==> config.mk <==
export PLATFORM = sky130hd
export DESIGN_NAME = dma_chan_ctrl
export DESIGN_NICKNAME = d
export VERILOG_FILES = /design/src/rtl/dma_pkg.sv /design/src/rtl/dma_cfg_regs.sv /design/src/rtl/dma_chan_ctrl.sv
export SDC_FILE = /design/constraint.sdc
export NUM_CORES = 1
export LEC_CHECK = 0
export BUFFER_PORTS_ARGS = -buffer_cell sky130_fd_sc_hd__clkbuf_2
export CORE_MARGIN = 5
export CORE_UTILIZATION = 50
export CTS_CLUSTER_SIZE = 40
export DETAILED_ROUTE_END_ITERATION = 7
export PLACE_DENSITY = 0.8
export SYNTH_ARGS = -nofsm -noshare
export SYNTH_HDL_FRONTEND = slang
export SYNTH_SLANG_ARGS = --single-unit
==> constraint.sdc <==
create_clock -name clk -period 2.37 [get_ports clk]
set_input_delay 0.711 -clock clk [delete_from_list [all_inputs] [get_ports clk]]
set_output_delay 0.711 -clock clk [all_outputs]
set_load 0.02 [all_outputs]
==> src/rtl/dma_pkg.sv <==
// Shared encodings for the single-channel DMA controller.
// Holds the FSM state type, the register-select values and the CTRL/STATUS bit positions.
package dma_pkg;

    typedef enum logic [2:0] {
        S_IDLE,
        S_BUSREQ,
        S_ACK,
        S_XFER,
        S_RELEASE
    } state_t;

    localparam logic [1:0] SEL_BASE   = 2'd0;
    localparam logic [1:0] SEL_COUNT  = 2'd1;
    localparam logic [1:0] SEL_CTRL   = 2'd2;
    localparam logic [1:0] SEL_STATUS = 2'd3;

    localparam int unsigned CTRL_EN  = 0;
    localparam int unsigned CTRL_CLR = 1;

    localparam int unsigned STAT_BUSY = 0;
    localparam int unsigned STAT_DONE = 1;
    localparam int unsigned STAT_ERR  = 2;

endpackage

==> src/rtl/dma_cfg_regs.sv <==
// CPU-visible BASE/COUNT/CTRL/STATUS registers and read mux for dma_chan_ctrl.
// Config writes land only while the channel is idle; irq-clear is honoured at any time.
module dma_cfg_regs
    import dma_pkg::*;
#(
    parameter int unsigned DATA_W = 32,
    parameter int unsigned ADDR_W = 13,
    parameter int unsigned CNT_W  = 5
) (
    input  logic              clk,
    input  logic              rst_n,
    input  logic              cfg_we,
    input  logic [1:0]        cfg_sel,
    input  logic [DATA_W-1:0] cfg_wdata,
    output logic [DATA_W-1:0] cfg_rdata,
    input  logic              idle,
    input  logic              start,
    input  logic              set_err,
    input  logic              set_done,
    output logic [ADDR_W-1:0] base,
    output logic [CNT_W-1:0]  count,
    output logic              enable,
    output logic              reload,
    output logic              done_irq
);

    logic busy;
    logic done;
    logic err;
    logic cfg_wr;
    logic irq_clr;
    logic unused_wdata;

    assign cfg_wr       = cfg_we && idle;
    assign irq_clr      = cfg_we && (cfg_sel == SEL_CTRL) && cfg_wdata[CTRL_CLR];
    assign unused_wdata = ^cfg_wdata[DATA_W-1:ADDR_W];
    assign done_irq     = done | err;

    // reload marks a pending config change: the next start re-seeds the address
    // from BASE and clears done/err; a back-to-back restart continues where it stopped.
    always_ff @(posedge clk or negedge rst_n) begin
        if (!rst_n) begin
            base   <= '0;
            count  <= '0;
            enable <= 1'b0;
            reload <= 1'b1;
            busy   <= 1'b0;
            done   <= 1'b0;
            err    <= 1'b0;
        end else begin
            if (start) begin
                busy   <= 1'b1;
                reload <= 1'b0;
                if (reload) begin
                    done <= 1'b0;
                    err  <= 1'b0;
                end
            end
            if (cfg_wr) begin
                case (cfg_sel)
                    SEL_BASE: begin
                        base   <= cfg_wdata[ADDR_W-1:0];
                        reload <= 1'b1;
                    end
                    SEL_COUNT: begin
                        count  <= cfg_wdata[CNT_W-1:0];
                        reload <= 1'b1;
                    end
                    SEL_CTRL: begin
                        enable <= cfg_wdata[CTRL_EN];
                        reload <= 1'b1;
                    end
                    default: ;
                endcase
            end
            if (irq_clr) begin
                done <= 1'b0;
                err  <= 1'b0;
            end
            if (set_err) begin
                err <= 1'b1;
            end
            if (set_done) begin
                done <= 1'b1;
                busy <= 1'b0;
            end
        end
    end

    always_comb begin
        cfg_rdata = '0;
        case (cfg_sel)
            SEL_BASE:  cfg_rdata[ADDR_W-1:0] = base;
            SEL_COUNT: cfg_rdata[CNT_W-1:0]  = count;
            SEL_CTRL:  cfg_rdata[CTRL_EN]    = enable;
            default: begin
                cfg_rdata[STAT_BUSY] = busy;
                cfg_rdata[STAT_DONE] = done;
                cfg_rdata[STAT_ERR]  = err;
            end
        endcase
    end

endmodule

==> src/rtl/dma_chan_ctrl.sv <==
// Single-channel DMA: on device request, takes the bus via HOLD/HLDA, streams the
// device buffer into data memory at incrementing addresses, then releases and interrupts.
module dma_chan_ctrl
    import dma_pkg::*;
#(
    parameter int unsigned DATA_W = 32,
    parameter int unsigned ADDR_W = 13,
    parameter int unsigned CNT_W  = 5
) (
    input  logic              clk,
    input  logic              rst_n,
    input  logic              cfg_we,
    input  logic [1:0]        cfg_sel,
    input  logic [DATA_W-1:0] cfg_wdata,
    output logic [DATA_W-1:0] cfg_rdata,
    input  logic              dreq,
    output logic              dack,
    output logic              dev_iowrite,
    input  logic [DATA_W-1:0] dev_data,
    output logic              hold_req,
    input  logic              hold_ack,
    output logic              mem_we,
    output logic [ADDR_W-1:0] mem_addr,
    output logic [DATA_W-1:0] mem_wdata,
    output logic              done_irq
);

    state_t state;
    state_t state_nxt;

    logic [ADDR_W-1:0] base;
    logic [ADDR_W-1:0] addr;
    logic [CNT_W-1:0]  count;
    logic [CNT_W-1:0]  remaining;
    logic              enable;
    logic              reload;
    logic              idle;
    logic              start;
    logic              abort;
    logic              wr;
    logic              set_done;

    assign idle     = (state == S_IDLE);
    assign start    = idle && enable && dreq && (count != '0);
    // Losing the grant outranks everything else in ACK/XFER, including an empty device.
    assign abort    = ((state == S_ACK) || (state == S_XFER)) && !hold_ack;
    assign wr       = (state == S_XFER) && hold_ack && dreq;
    assign set_done = (state == S_RELEASE);

    dma_cfg_regs #(
        .DATA_W (DATA_W),
        .ADDR_W (ADDR_W),
        .CNT_W  (CNT_W)
    ) u_cfg_regs (
        .clk       (clk),
        .rst_n     (rst_n),
        .cfg_we    (cfg_we),
        .cfg_sel   (cfg_sel),
        .cfg_wdata (cfg_wdata),
        .cfg_rdata (cfg_rdata),
        .idle      (idle),
        .start     (start),
        .set_err   (abort),
        .set_done  (set_done),
        .base      (base),
        .count     (count),
        .enable    (enable),
        .reload    (reload),
        .done_irq  (done_irq)
    );

    always_ff @(posedge clk or negedge rst_n) begin
        if (!rst_n) begin
            state <= S_IDLE;
        end else begin
            state <= state_nxt;
        end
    end

    always_comb begin
        state_nxt = state;
        case (state)
            S_IDLE:    if (start) state_nxt = S_BUSREQ;
            S_BUSREQ:  if (hold_ack) state_nxt = S_ACK;
            S_ACK:     state_nxt = abort ? S_RELEASE : S_XFER;
            S_XFER: begin
                if (!hold_ack || !dreq || (remaining == CNT_W'(1))) begin
                    state_nxt = S_RELEASE;
                end
            end
            S_RELEASE: state_nxt = S_IDLE;
            default:   state_nxt = S_IDLE;
        endcase
    end

    always_comb begin
        hold_req = 1'b0;
        dack     = 1'b0;
        case (state)
            S_BUSREQ: hold_req = 1'b1;
            S_ACK, S_XFER: begin
                hold_req = 1'b1;
                dack     = 1'b1;
            end
            default: ;
        endcase
        dev_iowrite = !dack;
    end

    // Memory port is registered as a unit so we/addr/wdata line up in the same cycle.
    always_ff @(posedge clk or negedge rst_n) begin
        if (!rst_n) begin
            addr      <= '0;
            remaining <= '0;
            mem_we    <= 1'b0;
            mem_addr  <= '0;
            mem_wdata <= '0;
        end else begin
            mem_we <= wr;
            if (start) begin
                remaining <= count;
                if (reload) begin
                    addr <= base;
                end
            end
            if (wr) begin
                addr      <= addr + 1'b1;
                remaining <= remaining - 1'b1;
                mem_addr  <= addr;
                mem_wdata <= dev_data;
            end
        end
    end

endmodule

Word-level counts from Yosys, hierarchy flattened
Index checks and enable logic that the tools add are counted.
{"block": "totals", "regBits": 90, "inputBits": 71, "output_inout_bits": 82}
{"block": "op_classes", "add_sub_neg": 2, "eq_ne": 10, "n_mux": 26, "bitwise_logic": 1, "n_reduce_logical": 35}
{"operator": "13-bit two-way mux", "count": 3}
{"operator": "13-bit by 1-bit adder with 13-bit output (second input constant)", "count": 1}
{"operator": "1-bit two-way mux", "count": 12}
{"operator": "3-bit two-way mux", "count": 4}
{"operator": "3-bit one-hot mux with 4 select lines", "count": 1}
{"operator": "2-bit AND reduction", "count": 6}
{"operator": "3-bit nonzero test", "count": 4}
{"operator": "5-bit two-way mux", "count": 2}
{"operator": "1-bit logical AND", "count": 9}
{"operator": "8-bit two-way mux", "count": 1}
{"operator": "3-bit by 2-bit == test with 1-bit output (second input constant)", "count": 2}
{"operator": "2-bit one-hot mux with 3 select lines", "count": 1}
{"operator": "2-bit nonzero test", "count": 3}
{"operator": "3-bit OR reduction", "count": 2}
{"operator": "5-bit by 1-bit == test with 1-bit output (second input constant)", "count": 1}
{"operator": "5-bit nonzero test", "count": 1}
{"operator": "5-bit by 1-bit subtractor with 5-bit output (second input constant)", "count": 1}
{"operator": "2-bit by 1-bit != test with 1-bit output (second input constant)", "count": 2}
{"operator": "2-bit one-hot mux with 2 select lines", "count": 1}
{"operator": "3-bit by 1-bit == test with 1-bit output (second input constant)", "count": 1}
{"operator": "3-bit == test (second input constant)", "count": 1}
{"operator": "1-bit logical NOT", "count": 3}
{"operator": "3-bit logical NOT", "count": 1}
{"operator": "1-bit logical OR", "count": 3}
{"operator": "8 further kinds", "count": 8}

Logic depth before layout (Yosys ltp)
Gate-level depths: netlist of run 1.
{"block": "logic_depth", "depth_word": 7, "ltp_mapped": 9, "ltp_nobuf": 5}

Hierarchy
Synthesis of run 1 repeated with hierarchy kept, for this count alone.
{"block": "unflattened", "hier_cells": 431, "hier_area_um2": 4206.5}
{"mod": "dma_chan_ctrl", "instances": 1, "cells_each": 333, "area_per_inst_um2": 2969.1, "seq_area_each_um2": 1676.6}
{"mod": "dma_cfg_regs", "instances": 1, "cells_each": 98, "area_per_inst_um2": 1237.4, "seq_area_each_um2": 576.8}

Least setup slack after synthesis of run 1
No wires, ideal clock.
{"block": "synth_timing", "path_type": "input to output", "startpoint": "input port cfg_sel[0]", "endpoint": "output port cfg_rdata[0]", "arrival_ns": 1.686, "path_slack_ns": -0.027, "stages": 2, "path_cell_list": "clkbuf_1 -> mux4_2"}
{"block": "synth_via", "elab_chain_len": 2}
{"element": "start, declared", "line": "dma_chan_ctrl.sv:13", "rtl": "input logic [1:0] cfg_sel,"}
{"element": "2-bit == test, or another cell as far along", "line": "dma_cfg_regs.sv:92", "rtl": "case (cfg_sel)"}
{"element": "1-bit one-hot mux with 3 select lines *", "line": "dma_cfg_regs.sv:92"}
{"element": "end, declared", "line": "dma_chan_ctrl.sv:15", "rtl": "output logic [DATA_W-1:0] cfg_rdata,"}
Mark *: on every way between the ends. The rest lies on a longest branch, timed or not.

Worst setup path in the final report of run 1
{"block": "layout_timing", "startpoint": "input port cfg_sel[0]", "endpoint": "output port cfg_rdata[8]"}
{"block": "layout_via", "elab_chain_len": 2}
{"element": "2-bit logical NOT", "line": "dma_cfg_regs.sv:92"}
{"element": "8-bit two-way mux", "line": "dma_cfg_regs.sv:92"}
No other way between the ends.

==> results.cfg, run 1 <==
[sta]
worstMarginPinSlew_ps = 557
slew_headroom_pct = 62.9
fin_crit_ps = 2290
finalSetupViolations = 0
hold_viol = 0
max_freq_mhz = 437
setup-tns-final_ps = 0
finalCritPeriodShare_pct = 96.6
drv_slew = 0
clock_skew_ps = 9.63
rsz0062_at_grt = no

[setup_path]
cp_slowest_stage_delay_ps = 180
ff2ff_setup_slack_ps = 390
timing.rr.end = state[0]
worstPathCellList = clkbuf_2 > buf_4 > nor2_1 > buf_4 > and2_1 > clkbuf_2
critPathCaptureType = output port
rr_startpoint = state[2]
crit_arrival_ps = 1580
worst_path_max_delay_cell = buf_4
crit_fanout = 9
r2r_cells = 5
crit_required_ps = 1660
path_class = input port to output port
crit_path_start_kind = input port

[logic_synthesis]
ys.flop_type = dfrtp_1
syn-mean-instance-area_um2 = 9.96
yosysMostFrequentCell = nand2_1
yosys-top-cells-area = dfrtp_1, nand2_1, mux2_2
synth_top_area_cell = dfrtp_1
ys_ff_latch = 90
synthTopCellsByCount = nand2_1, dfrtp_1, buf_4, mux2_2, inv_1
yosysUniqueCellTypes = 64
synth_warnings = 0
async_reset_ff_share_pct = 100
netlist_area_mm2 = 0.00426
synth_edf_count = 0
synthCells = 428
yosys.area.top_type_share_pct = 52.2
ys_seq_area_share_pct = 52.8

[pwr]
p_per_area_mw_per_mm2 = 1220
clkPwrFrac_pct = 18.7
comb_power_share_pct = 37.6
total_power_w = 0.00628
leakage_nw = 2.72
intPower_w = 0.00376
p_sw_w = 0.00252
switching_share_pct = 40.2
peakVddDrop_mv = 0.651
pwr-share-seq_pct = 43.6

[floorplan]
core_area_mm2 = 0.00826
initial_core_util_pct = 51.6
dieWidth_um = 102
die-height_um = 102
ios = 153
rows = 33
fp.dieArea_mm2 = 0.0105

[placed_design]
dp_hpwl_um = 7430
gp_congestion = 0.913
port_buffers = 114
dp.cells = 642
postPlaceCellArea_mm2 = 0.00491

[detailed_routing]
post_drt_via_cell_ratio = 5.16
routed_wl_um = 9810
drt_iter0_drc = 170
vias = 3397
ant_nets = 0
drc_errors = 0
first_pass_iters = 5
wl_per_cell_um = 14.9

[layout]
diodes = 0
layout-drive-gt1-share_pct = 32.7
post-route-util_pct = 62.2
fin_cells = 658
n_fill_cell = 724
area_growth_syn_to_layout_pct = 20.5
final_nets = 622
fin_area_mm2 = 0.00514

[clock_tree]
cts_tree = yes
clk_latency_ps = 360
cts_resized = 0
cts_inserted_buffers = 9
clk_pin_slew_ps = 90
cts_buffer_depth = 2
htree_levels = 3
holdBufCountCts = 0
post_cts_buffers = 0
clock_sinks = 90
root_buffer = clkbuf_8

[worst_hold_path]
hold_class = input port to asynchronous set/reset pin

[outcome]
outcome = finished, final reports clean

[global_route]
grt_usage_pct = 19.2
first_global_vias = 3216
antenna_found_initial = 0
grt_pass1_wl_um = 15700
grt-ovfl-total = 0
grt_max_degree = 39

[job]
maxCapViolCount = 0
## power by group through the flow
| stage | Combinational, W | Sequential (W) | Clock [W] |
|---|---|---|---|
| 6_report | 0.00236 | 0.00274 | 0.00118 |
| 5_1_grt | 0.00261 | 0.00283 | 0.00127 |
| 3_3_place_gp | 0.00231 | 0.00272 | 0 |
| 3_5_place_dp | 0.00238 | 0.00277 | 0 |
| 4_1_cts | 0.00239 | 0.00273 | 0.00119 |
| 2_1_floorplan | 0.00133 | 0.00296 | 0 |
## placed cells by master, fill, tap and decap left out, drive strengths merged, types with 2 or more instances in the layout
cell / count
or2: 2
dfrtp: 89
a31oi: 2
ha: 3
or4: 3
clkbuf: 122
or3: 3
bufinv: 2
inv: 18
clkinvlp: 2
nand3: 12
mux2i: 8
nand4: 3
a311oi: 2
o21ai: 10
nor3: 7
a221oi: 2
nor4: 2
and2: 11
a22o: 2
nor2b: 3
mux2: 20
a21oi: 3
and3: 2
nand2: 132
a211oi: 5
buf: 17
a22oi: 2
o211ai: 4
conb: 19
a221o: 2
nor2: 14
## sequential cells by signal, indices dropped and copies added (netlist names), 3 cells and up
register          count
addr                 13
mem_addr             13
mem_wdata            32
remaining             5
state                 3
u_cfg_regs.base      13
u_cfg_regs.count      5
## routing by layer
metal  global-route usage, %  share of wire, %
met5                       0                 0
met4                    6.26              0.87
met3                    3.75               7.4
met2                    30.4                48
met1                    26.7                43
## how the worst max path moves through the flow
stage | start | to | slack [ps] | depth (start not counted)
floorplan | cfg_sel[0] | cfg_rdata[0] | 140 | 2
global placement | cfg_sel[0] | cfg_rdata[5] | 120 | 6
detailed placement | cfg_sel[0] | cfg_rdata[8] | 80 | 6
CTS | cfg_sel[0] | cfg_rdata[8] | 70 | 6
global route | cfg_sel[0] | cfg_rdata[5] | 7 | 6
finish | cfg_sel[0] | cfg_rdata[8] | 80 | 6
## logic make-up after synthesis
| kind of cell | Yosys count | synth area share (%) |
|---|---|---|
| and+or+nand+nor | 200 | 21.0 |
| DFF | 90 | 52.8 |
| buffers and inverters | 55 | 7.75 |
| AOI/OAI and AO/OA | 48 | 9.33 |
| muxes | 29 | 7.69 |
| adders and majority gates | 3 | 0.880 |
| xor gates and xnor gates | 2 | 0.411 |
| other | 1 | 0.0879 |
## critical path: cells and delay by family
family | cells | cell delay, ps
buffers and inverters | 4 | 630
and+or+nand+nor | 2 | 230
## per-stage QoR
step / setup slack, ps / hold slack [ps]
finish: 80.8 / 313
global route: 6.86 / 331
CTS: 72.1 / 309
detailed placement: 78.3 / 464
global placement: 119 / 456
floorplan: 142 / 415
## final cells by class
| type | instances | area (um2) | share of cell area (%) |
|---|---|---|---|
| Sequential cell | 90 | 2250 | 43.9 |
| Multi-Input combinational cell | 301 | 1750 | 34.0 |
| Timing Repair Buffer | 130 | 718 | 14.0 |
| Tap cell | 105 | 131 | 2.56 |
| Clock buffer | 9 | 124 | 2.41 |
| Clock inverter | 7 | 101 | 1.97 |
| Inverter | 16 | 62.6 | 1.22 |
Note: power is estimated with default switching activity, not from simulation.
==> inputs of run 2 (changes only) <==
- PLACE_DENSITY: 0.8 -> 0.81
- SKIP_CTS_REPAIR_TIMING: default -> 1
- SYNTH_HIERARCHICAL: default -> 1
==> results.cfg, run 2 <==
[detailed_routing]
vias = 3384
first_pass_iters = 4
ant_nets = 0
wl_per_cell_um = 14.7
post_drt_via_cell_ratio = 5.15
routed_wl_um = 9650
drt_iter0_drc = 140
drc_errors = 0

[sta]
max_freq_mhz = 433
worstMarginPinSlew_ps = 550
hold_viol = 0
rsz0062_at_grt = no
finalSetupViolations = 0
fin_crit_ps = 2310
clock_skew_ps = 10.8
slew_headroom_pct = 63.2
setup-tns-final_ps = 0
layout_setup_ws_ps = 59.3
drv_slew = 0
finalCritPeriodShare_pct = 97.5

[logic_synthesis]
yosysMostFrequentCell = nand2_1
synthCells = 431
yosysUniqueCellTypes = 57
ys_seq_area_share_pct = 53.6
ys.flop_type = dfrtp_1
yosys.area.top_type_share_pct = 52.9
async_reset_ff_share_pct = 100
synthTopCellsByCount = nand2_1, dfrtp_1, nor2_1, buf_4
yosys-top-cells-area = dfrtp_1, nand2_1, buf_4
synth_warnings = 6
synth_top_area_cell = dfrtp_1
ys_ff_latch = 90
syn-mean-instance-area_um2 = 9.76
synth_edf_count = 0
netlist_area_mm2 = 0.00421

[floorplan]
fp.dieArea_mm2 = 0.0103
core_area_mm2 = 0.00822
die-height_um = 102
dieWidth_um = 102
ios = 153
initial_core_util_pct = 51.2
rows = 33

[pwr]
p_per_area_mw_per_mm2 = 1240
peakVddDrop_mv = 0.638
leakage_nw = 2.71
total_power_w = 0.00629

[setup_path]
critPathCaptureType = output port
worstPathCellList = clkbuf_2 > buf_4 > nor2_1 > buf_4 > and2_1 > clkbuf_2
crit_path_start_kind = input port
crit_arrival_ps = 1600
r2r_cells = 6
worst_path_max_delay_cell = buf_4
crit_fanout = 11
path_class = input port to output port
critPathLaunch = cfg_sel[0]
crit_required_ps = 1660
rr_startpoint = u_cfg_regs/count[2]
cp_slowest_stage_delay_ps = 180

[global_route]
grt_pass1_wl_um = 15400
first_global_vias = 3386
grt-ovfl-total = 0
grt_max_degree = 35
antenna_found_initial = 0
grt_usage_pct = 18.7

[job]
maxCapViolCount = 0

[layout]
final_nets = 622
largest_register_ffs = 32
final_common_cell = nand2_1
layout-drive-gt1-share_pct = 32.2
area_growth_syn_to_layout_pct = 20.1
largest_register = mem_wdata
n_fill_cell = 727
final_cell_mix = nand2_1, clkbuf_2, dfrtp_1, nor2_1, conb_1
diodes = 0

[clock_tree]
clock_sinks = 90
cts_inserted_buffers = 9
htree_levels = 3
cts_tree = yes
root_buffer = clkbuf_8
cts_buffer_depth = 2
clk_pin_slew_ps = 90
clk_latency_ps = 350

[worst_hold_path]
hold_class = input port to asynchronous set/reset pin

[placed_design]
dp_hpwl_um = 7290
gp_congestion = 0.814
port_buffers = 114
pre_cts_ws_ps = 56.5

[outcome]
outcome = finished, final reports clean
==> run 2: cell count changes after synthesis, moves of 5 or more <==
cell     delta
a21oi_1     +9
mux2_4     +10
nand2_1    +11
nor2_1      +9
mux2_2     -11
a31oi_1     +5
inv_1       -6
==> run 2: through the flow <==
| step | hold WS (ps) | cells | util [%] | instance area (um2) |
|---|---|---|---|---|
| floorplan | 415 | 449 | - | 4270 |
| global placement | 456 | 642 | 59.0 | 4850 |
| detailed placement | 464 | 642 | 59.0 | 4850 |
| CTS | 289 | 657 | 61.5 | 5050 |
| global route | 310 | 657 | 61.5 | 5050 |
| finish | 295 | 657 | 61.5 | 5050 |
==> run 2: report_power, final <==
group	internal (W)	leakage, nW	total (W)	switching, W
clock network	0.000540	0.101	0.00107	0.000527
logic	0.000988	1.49	0.00242	0.00143
registers	0.00222	1.12	0.00281	0.000583
total	0.00375	2.71	0.00629	0.00254
==> run 2: area by class of cell <==
class	count	area (um2)	area share (%)
inverters	12	47.5	0.941
clock inverters	4	51.3	1.02
well taps	105	131	2.60
flip-flops and latches	90	2250	44.6
repair buffers	125	681	13.5
multi-input cells	310	1740	34.4
clock buffers	11	151	3.00
==> run 2: final timing paths <==
| path | end | slack (ps) |
|---|---|---|
| max in group asynchronous | mem_wdata[6] | 1450 |
| hold / removal | u_cfg_regs/base[3] | 290 |
| hold reg to reg | mem_addr[7] | 480 |
| setup reg to reg | addr[8] | 220 |
| min in group clk | mem_addr[7] | 480 |
| setup / recovery | cfg_rdata[7] | 60 |
==> run 2: cells by family (layout without fill, tap and decap cells) <==
logic type | after synthesis | in the layout | synth area share (%)
muxes | 24 | 24 | 7.56
and+or+nand+nor | 208 | 208 | 21.6
AOI/OAI and AO/OA | 54 | 54 | 9.13
buffers and inverters | 49 | 152 | 6.78
adders and majority gates | 3 | 3 | 0.892
DFF | 90 | 90 | 53.6
xor gates and xnor gates | 2 | 2 | 0.416
other | 1 | 19 | 0.0891
==> run 2: worst max-delay path, delay by kind of cell <==
kind	cells	cell delay (ps)
and+or+nand+nor	2	270
buffers and inverters	4	610
==> run 2: layer usage <==
metal | up-vias | routed length [um] | track usage (%)
met2 | 106 | 4860 | 31.8
li1 | 1631 | - | -
met4 | 0 | 97 | 5.52
met5 | - | 0 | 0
met1 | 1639 | 4060 | 24.2
met3 | 8 | 629 | 3.65
==> inputs of run 3 (changes only) <==
==> constraint.sdc (replaced) <==
create_clock -name clk -period 2.37 [get_ports clk]
set_input_delay 0.237 -clock clk [delete_from_list [all_inputs] [get_ports clk]]
set_output_delay 0.237 -clock clk [all_outputs]
set_load 0.02 [all_outputs]
==> results.cfg, run 3 (synthesis results as in run 2) <==
[detailed_routing]
post_drt_via_cell_ratio = 5.21
routed_wl_um = 9580
wl_per_cell_um = 14.6
vias = 3410
drt_iter0_drc = 191
drc_errors = 0
first_pass_iters = 4
ant_nets = 0

[sta]
drv_slew = 0
slew_headroom_pct = 61.0
finalSetupViolations = 0
setup-tns-final_ps = 0
max_freq_mhz = 462
worstMarginPinSlew_ps = 585
finalCritPeriodShare_pct = 91.4
hold_viol = 0
layout_setup_ws_ps = 204
clock_skew_ps = 7.06
fin_crit_ps = 2170
rsz0062_at_grt = no

[global_route]
grt_pass1_wl_um = 15900
grt_max_degree = 48
antenna_found_initial = 0
first_global_vias = 3393
grt-ovfl-total = 0
grt_usage_pct = 19.2

[layout]
area_growth_syn_to_layout_pct = 19.4
final_cell_mix = nand2_1, clkbuf_2, dfrtp_1, nor2_1, conb_1
multiInputGateArea_mm2 = 0.00174
largest_register = mem_wdata
n_fill_cell = 705
fin_area_mm2 = 0.00502
diodes = 0
final_common_cell = nand2_1
regArea_mm2 = 0.00225
layout-drive-gt1-share_pct = 31.5
final_nets = 618
largest_register_ffs = 32

[placed_design]
pre_cts_ws_ps = 221
postPlaceCellArea_mm2 = 0.00480
port_buffers = 114
gp_congestion = 0.824
dp_hpwl_um = 7100

[setup_path]
crit_required_ps = 2600
crit_family = simple AND/OR/NAND/NOR gates
crit_arrival_ps = 2400
path_class = flop to flop
worstPathCellList = and2b_1 > inv_2 > or3_4 > inv_2 > buf_4 > nand3_1 > o221a_2
cp_slowest_stage_delay_ps = 520
critPathBufInv = 3
crit_path_start_kind = flop
critPathCaptureType = flop
worst_path_max_delay_cell = or3_4
crit_fanout = 28
cp_common_cell = inv_2

[clock_tree]
clk_pin_slew_ps = 90
cts_tree = yes
cts_inserted_buffers = 9
cts_buffer_depth = 2
clock_sinks = 90
root_buffer = clkbuf_8
clk_latency_ps = 340
htree_levels = 3

[pwr]
intPower_w = 0.00378
p_per_area_mw_per_mm2 = 1260
comb_power_share_pct = 38.3
peakVddDrop_mv = 0.549
clkPwrFrac_pct = 17.3
pwr-share-seq_pct = 44.4
p_sw_w = 0.00253
switching_share_pct = 40.1
leakage_nw = 2.69

[worst_hold_path]
hold_class = input port to flop

[floorplan]
fp.dieArea_mm2 = 0.0103
dieWidth_um = 102
initial_core_util_pct = 51.2
die-height_um = 102
ios = 153
rows = 33
core_area_mm2 = 0.00822

[job]
maxCapViolCount = 0

[outcome]
outcome = finished, final reports clean
-- run 3: final timing paths --
path                               start                 to  slack (ps)  cells past startpoint
max                             state[2]            addr[8]         200                      7
min                         dev_data[13]      mem_wdata[13]          80                      3
max reg2reg                     state[2]            addr[8]         200                      7
min reg2reg                mem_wdata[21]      mem_wdata[21]         480                      2
max in group asynchronous          rst_n  u_cfg_regs/reload        1210                      3
min in group asynchronous          rst_n      mem_wdata[26]         460                      2
-- run 3: cell type report --
| type | count | share of cell area [%] |
|---|---|---|
| repair buffers | 121 | 12.8 |
| clock inverters | 3 | 0.922 |
| flip-flops and latches | 90 | 44.9 |
| well taps | 105 | 2.62 |
| multi-input cells | 310 | 34.5 |
| inverters | 12 | 0.946 |
| clock buffers | 13 | 3.36 |
-- run 3: power groups by stage --
stage                     clock (W)  sequential [W]  combinational [W]
after floorplan                   0         0.00306            0.00135
final                       0.00109         0.00280            0.00242
after global placement            0         0.00278            0.00236
after detailed placement          0         0.00282            0.00244
after CTS                   0.00113         0.00280            0.00245
after global routing        0.00119         0.00290            0.00268
-- run 3: routing by layer --
layer	routed length (um)	vias up	GRT usage (%)
met5	0	-	0
met4	119	0	4.91
met3	658	15	3.51
met2	4840	117	32.5
met1	3960	1656	25.5
li1	-	1622	-
-- run 3: through the flow --
stage / hold slack (ps) / instances / total power, W / utilization, %
2_1_floorplan: -58.6 / 449 / 0.00442 / -
3_3_place_gp: 285 / 637 / 0.00515 / 58.4
3_5_place_dp: 291 / 637 / 0.00526 / 58.4
4_1_cts: -93.6 / 653 / 0.00638 / 61.0
5_1_grt: 62.5 / 654 / 0.00676 / 61.1
6_report: 78.0 / 654 / 0.00631 / 61.1
-- run 3: worst min-delay path, delay by kind of cell --
family | cells | cell delay (ps)
AND/OR/NAND/NOR | 2 | 80
buffers and inverters | 1 | 70
